### src/rtl/mdu_unit.sv
// Iterative RV32M multiply/divide unit: shift-add multiply, restoring divide,
// fixed XLEN+2 cycle latency from accepted START to DONE.
module mdu_unit #(
    parameter int XLEN  = 32,
    parameter int CNT_W = 6
) (
    input  logic            CLK,
    input  logic            RESET,
    input  logic            START,
    input  logic [4:0]      ALUOP,
    input  logic [XLEN-1:0] DATA1,
    input  logic [XLEN-1:0] DATA2,
    input  logic [4:0]      DEST_IN,
    input  logic            FLUSH,
    output logic            BUSY,
    output logic            DONE,
    output logic [XLEN-1:0] RESULT,
    output logic [4:0]      DEST_OUT
);

    // state | meaning
    // IDLE  | waiting for START with an M-extension ALUOP
    // CALC  | one multiply/divide iteration per cycle, XLEN cycles
    // FIX   | sign-correct and register the selected result
    // FIN   | DONE pulse; RESULT/DEST_OUT valid
    typedef enum logic [1:0] {IDLE, CALC, FIX, FIN} state_t;

    state_t            state, state_nxt;
    logic [CNT_W-1:0]  cnt;
    logic [2*XLEN-1:0] acc;
    logic [XLEN-1:0]   opb;
    logic [2:0]        op;
    logic              neg_res, neg_rem;
    logic [4:0]        dest;

    logic              accept;
    logic              a_signed, b_signed, a_neg, b_neg;
    logic [XLEN-1:0]   a_mag, b_mag;
    logic [XLEN:0]     mul_sum;
    logic [2*XLEN-1:0] mul_step, div_step, prod;
    logic [XLEN+1:0]   div_diff;
    logic              div_neg;
    logic [XLEN-1:0]   quo, rem, fix_res;

    assign accept   = START && (ALUOP[4:3] == 2'b01) && !FLUSH;
    assign a_signed = ALUOP[2] ? !ALUOP[1] : (ALUOP[1:0] != 2'b11);
    assign b_signed = !ALUOP[1];
    assign a_neg    = a_signed && DATA1[XLEN-1];
    assign b_neg    = b_signed && DATA2[XLEN-1];
    assign a_mag    = a_neg ? -DATA1 : DATA1;
    assign b_mag    = b_neg ? -DATA2 : DATA2;

    // Multiply: acc = {partial product, remaining multiplier bits}.
    assign mul_sum  = {1'b0, acc[2*XLEN-1:XLEN]} + (acc[0] ? {1'b0, opb} : '0);
    assign mul_step = {mul_sum, acc[XLEN-1:1]};

    // Divide: acc = {partial remainder, dividend/quotient bits}.
    // A zero divisor always "succeeds", giving all-ones quotient and rem = dividend.
    assign div_diff = {1'b0, acc[2*XLEN-1:XLEN-1]} - {2'b00, opb};
    assign div_neg  = div_diff[XLEN+1];
    assign div_step = {div_neg ? acc[2*XLEN-2:XLEN-1] : div_diff[XLEN-1:0],
                       acc[XLEN-2:0], !div_neg};

    assign prod = neg_res ? -acc : acc;
    assign quo  = acc[XLEN-1:0];
    assign rem  = acc[2*XLEN-1:XLEN];

    always_comb begin
        fix_res = '0;
        case (op)
            3'b000:                 fix_res = prod[XLEN-1:0];
            3'b001, 3'b010, 3'b011: fix_res = prod[2*XLEN-1:XLEN];
            3'b100, 3'b110:         fix_res = neg_res ? -quo : quo;
            default:                fix_res = neg_rem ? -rem : rem;
        endcase
    end

    always_comb begin
        state_nxt = state;
        case (state)
            IDLE: if (accept) state_nxt = CALC;
            CALC: begin
                if (FLUSH)                           state_nxt = IDLE;
                else if (cnt == CNT_W'(XLEN - 1))    state_nxt = FIX;
            end
            FIX:  state_nxt = FLUSH ? IDLE : FIN;
            FIN:  state_nxt = IDLE;
            default: state_nxt = IDLE;
        endcase
    end

    always_ff @(posedge CLK) begin
        if (RESET) begin
            state    <= IDLE;
            cnt      <= '0;
            acc      <= '0;
            opb      <= '0;
            op       <= '0;
            neg_res  <= 1'b0;
            neg_rem  <= 1'b0;
            dest     <= '0;
            RESULT   <= '0;
            DEST_OUT <= '0;
        end else begin
            state <= state_nxt;
            case (state)
                IDLE: if (accept) begin
                    op      <= ALUOP[2:0];
                    dest    <= DEST_IN;
                    cnt     <= '0;
                    neg_rem <= a_neg;
                    if (ALUOP[2]) begin
                        acc     <= {{XLEN{1'b0}}, a_mag};
                        opb     <= b_mag;
                        // quotient keeps all-ones on divide by zero
                        neg_res <= (a_neg ^ b_neg) && (DATA2 != '0);
                    end else begin
                        acc     <= {{XLEN{1'b0}}, b_mag};
                        opb     <= a_mag;
                        neg_res <= a_neg ^ b_neg;
                    end
                end
                CALC: begin
                    cnt <= cnt + CNT_W'(1);
                    acc <= op[2] ? div_step : mul_step;
                end
                FIX: if (!FLUSH) begin
                    RESULT   <= fix_res;
                    DEST_OUT <= dest;
                end
                default: ;
            endcase
        end
    end

    assign BUSY = (state != IDLE);
    assign DONE = (state == FIN);

endmodule

### config.mk
export PLATFORM = sky130hd
export DESIGN_NAME = mdu_unit
export DESIGN_NICKNAME = d
export VERILOG_FILES = /design/src/rtl/mdu_unit.sv
export SDC_FILE = /design/constraint.sdc
export NUM_CORES = 1
export LEC_CHECK = 0
export BUFFER_PORTS_ARGS = -buffer_cell sky130_fd_sc_hd__buf_2
export CORE_MARGIN = 2
export CORE_UTILIZATION = 53
export CTS_CLUSTER_DIAMETER = 30
export DETAILED_ROUTE_END_ITERATION = 16
export GPL_ROUTABILITY_DRIVEN = 0
export HOLD_SLACK_MARGIN = 0.08
export PLACE_DENSITY = 0.77
export SYNTH_ARGS = -nofsm -noshare
export SYNTH_HDL_FRONTEND = slang
export SYNTH_SLANG_ARGS = --single-unit
### constraint.sdc
create_clock -name CLK -period 4.9 [get_ports CLK]
set_clock_uncertainty 0.15 [all_clocks]
set_input_delay 0 -clock CLK [delete_from_list [all_inputs] [get_ports CLK]]
set_output_delay 0 -clock CLK [all_outputs]
set_load 0.01 [all_outputs]
==> parameters.txt <==
Parameter                              Value

Floorplanning
  Boundary pin count ... 117
  Initial core utilization ... 0.543
  Die span in x ... 168 um
  Placeable core region ... 26200 sq um
  DIE HEIGHT ... 168 um
  Die area ... roughly 28000 sq um
  Number of rows created at floorplan ... 59

Routing
  Number of design-rule violations left by the first detailed-router iteration ... around 2000
  Via total after detailed routing ... 15900
  Initial DRT Pass Iterations ... 6
  Post-DR vias/cell ... 6.55
  Remaining routing DRC violations ... 0
  Number of routed nets with antenna violations ... 0
  Mean routed wirelength per cell ... 20.5 um
  Final WL ... 49800 um

Placement
  HPWL after DPL ... around 36000 um
  Worst Setup Slack post-DPL ... just over 0.9 ns
  # port buffers ... 116

Status
  Status ... completed

Synth
  Number of warnings reported in the yosys synthesis log ... 0
  FFs w/ async S/R, synth ... 0
  Post-synth net total ... 2123
  Syn_area_per_cell ... between 7 and 8 sq um
  Post-synthesis sequential element count ... 151
  Post-Syn Area ... 14200 sq um
  Number of cells produced by synthesis ... 1974
  Count of distinct cell types in the synthesized netlist ... between 80 and 90
  Post-synth EDFFs ... 0
  Commonest register cell after synthesis ... dfxtp_1
  Post-synthesis sequential area ratio ... 0.213

Finish
  Area Overhead vs Synth ... 15.1%
  Sequential cell area in the final layout ... just over 3000 sq um
  Multi-input combinational cell area ... around 10000 sq um
  Share of the core filled with cells ... 0.624
  Diodes inserted ... 0
  Layout net count ... 2231
  Filler instances ... approximately 2200
  Fraction of layout instances using a drive strength above 1 ... 0.106

Setup path
  Req. time, crit path ... 5.11 ns
  Critical path startpoint category ... flop
  Slowest cell on the critical path ... nand4_1
  Worst Setup Path Type ... reg -> reg
  Kind of end point of the critical path ... flop
  Data arrival, critical path ... 4.33 ns
  Largest stage delay on the critical path ... 0.74 ns
  Cell-by-cell listing of the critical path ... inv_1, buf_4, ha_1, or4b_1, nor4_2, nand4_1, o41ai_1, xnor2_1, a21oi_1, nor3_1
  Worst-path maximum fanout ... 31

STA
  Final hold violation count ... 0
  Setup total negative slack ... 0 ns
  Total setup violations reported at the end of the flow ... 0
  Share of the clock period used by the worst path after layout ... 0.840
  Max-slew violation count ... 0
  Min Clock Period, post-route ... slightly above 4 ns
  Maximum achievable frequency ... 243 MHz
  Final worst slack ... 0.783 ns
  Actual transition at the worst max-transition pin ... 1.25 ns
  RSZ-0062 raised after global routing ... false
  Worst rel slew slack ... 0.168

Pwr
  Tot Pwr ... around 3.5 mW
  Reported leakage power ... 6.32 nW
  Largest vdd supply drop ... 0.251 mV
  Power per unit of standard cell area ... 215 nW/um^2

Clock tree
  Clock slew at the register clock pins of the worst setup and hold paths ... 0.07 ns
  CTS buffer count ... 17
  CTS Root Buffer Type ... clkbuf_16
  Clock Path Buffers ... 2
  Maximum level of the CTS H-tree ... 4
  Setup bufs post-CTS ... 0
  Number of clock sinks seen by CTS ... 151
  Clock insertion delay at the later pin of the skew report ... 0.44 ns
  TritonCTS clock tree ... yes

Global routing
  Maximum number of pins on one net before global-route repair ... 79
  Vias in the first global route ... 14500
  Total track usage ... 0.342
  First-pass GRT wire length ... around 78000 um
  Aggregate global routing overflow ... 0
  Antenna violations before repair ... 0

Run
  Max Cap Viol ... 0

Hold path
  Worst min-delay path category ... in -> reg
==> state kept, by name, indices dropped and copies added (netlist names) <==
register  flops
acc          64
RESULT       32
opb          32
cnt           6
DEST_OUT      5
dest          5
op            3
state         2
neg_rem       1
neg_res       1
==> layout by cell type, fill, tap and decap left out, types with 12 or more instances in the layout <==
cell	instances
a31oi_1	18
o21ai_0	129
buf_2	115
a21oi_1	183
dfxtp_1	149
clkbuf_16	17
xnor2_1	100
a211oi_1	73
nor3_1	39
ha_1	69
xor2_1	83
a22oi_1	14
o31ai_1	29
nand3_1	40
o221ai_1	15
o22ai_1	20
nor2_1	214
o211ai_1	41
or4_1	12
inv_1	78
mux2i_1	44
nand2b_1	12
dlygate4sd3_1	94
or3_1	13
nand4_1	14
a21o_1	20
nand2_1	205
buf_4	24
and2_1	12
==> metal layers <==
metal,part of all wire,GRT usage,vias to the layer above
li1,-,-,7394
met2,0.43,0.528,1038
met5,0,0,-
met3,0.13,0.0785,163
met4,0.043,0.145,0
met1,0.40,0.459,7321
==> metrics by stage <==
step | hold slack [ns] | cell area, sq um | std cells
after floorplan | -0.0737 | 14200 | 1974
after global placement | 0.0977 | 14800 | 2304
after detailed placement | 0.0978 | 14800 | 2304
after CTS | 0.0802 | 16400 | 2429
after global routing | 0.120 | 16400 | 2429
final | 0.0808 | 16400 | 2429
==> worst max-delay path, delay by kind of cell (launching register included) <==
kind	cells	cell delay, ns
fa+ha+maj	1	0.28
simple gates	4	1.85
buf+inv	2	0.38
compound gates	2	0.80
flops	1	0.38
xor+xnor	1	0.18
==> where the power goes <==
part           switching [mW]  internal [mW]  total [mW]
Sequential             0.0403           1.25        1.29
Clock                   0.608          0.714        1.32
Combinational           0.563          0.335       0.897
Total                    1.21           2.30        3.51
==> cells by family (layout without fill, tap and decap cells) <==
family | Yosys count | in the layout | synth area share
adder cells (fa/ha/maj) | 71 | 71 | 0.0635
multiplexers | 50 | 50 | 0.0357
XOR/XNOR | 183 | 183 | 0.113
flip-flops | 151 | 151 | 0.213
AND/OR/NAND/NOR | 633 | 633 | 0.207
AO/OA/AOI/OAI | 664 | 664 | 0.307
buffers and inverters | 222 | 342 | 0.0609
==> cells in the mapped netlist, drive strengths merged (19+ instances only) <==
library cell,count,area share
nor2,217,0.057
xnor2,100,0.062
dfxtp,151,0.21
nor3,40,0.014
nand3,40,0.014
o211ai,41,0.022
buf,24,0.0086
o21ai,138,0.049
a31oi,19,0.0088
a21o,20,0.011
mux2i,44,0.031
inv,78,0.021
xor2,83,0.051
ha,69,0.061
nand2,206,0.055
a21oi,184,0.065
o22ai,20,0.0088
a211oi,73,0.039
clkbuf,120,0.032
o31ai,31,0.018
==> area by class of cell <==
cell class | instances | area share
repair buffers | 233 | 0.104
inverters | 78 | 0.0179
clock buffers | 18 | 0.0262
well taps | 335 | 0.0256
multi-input cells | 1601 | 0.633
clock inverters | 13 | 0.00849
flip-flops and latches | 151 | 0.185
==> final timing paths <==
check                                           from                       end  slack, ns  cells past startpoint
worst max-delay path             acc[0]$_SDFFE_PP0P_   RESULT[30]$_SDFFE_PP0P_       0.78                     10
worst min-delay path                       DATA2[18]      opb[18]$_SDFFE_PP0P_       0.08                      5
worst min register to register  dest[0]$_SDFFE_PP0P_  DEST_OUT[0]$_SDFFE_PP0P_       0.30                      2
worst max register to register   acc[0]$_SDFFE_PP0P_   RESULT[30]$_SDFFE_PP0P_       0.78                     10
==> timing repair <==
action                    in CTS  in global routing
hold endpoints to repair     107                  0
resized for setup              0                  0
hold buffers                  94                  0
Power figures use the tool's default switching activity.
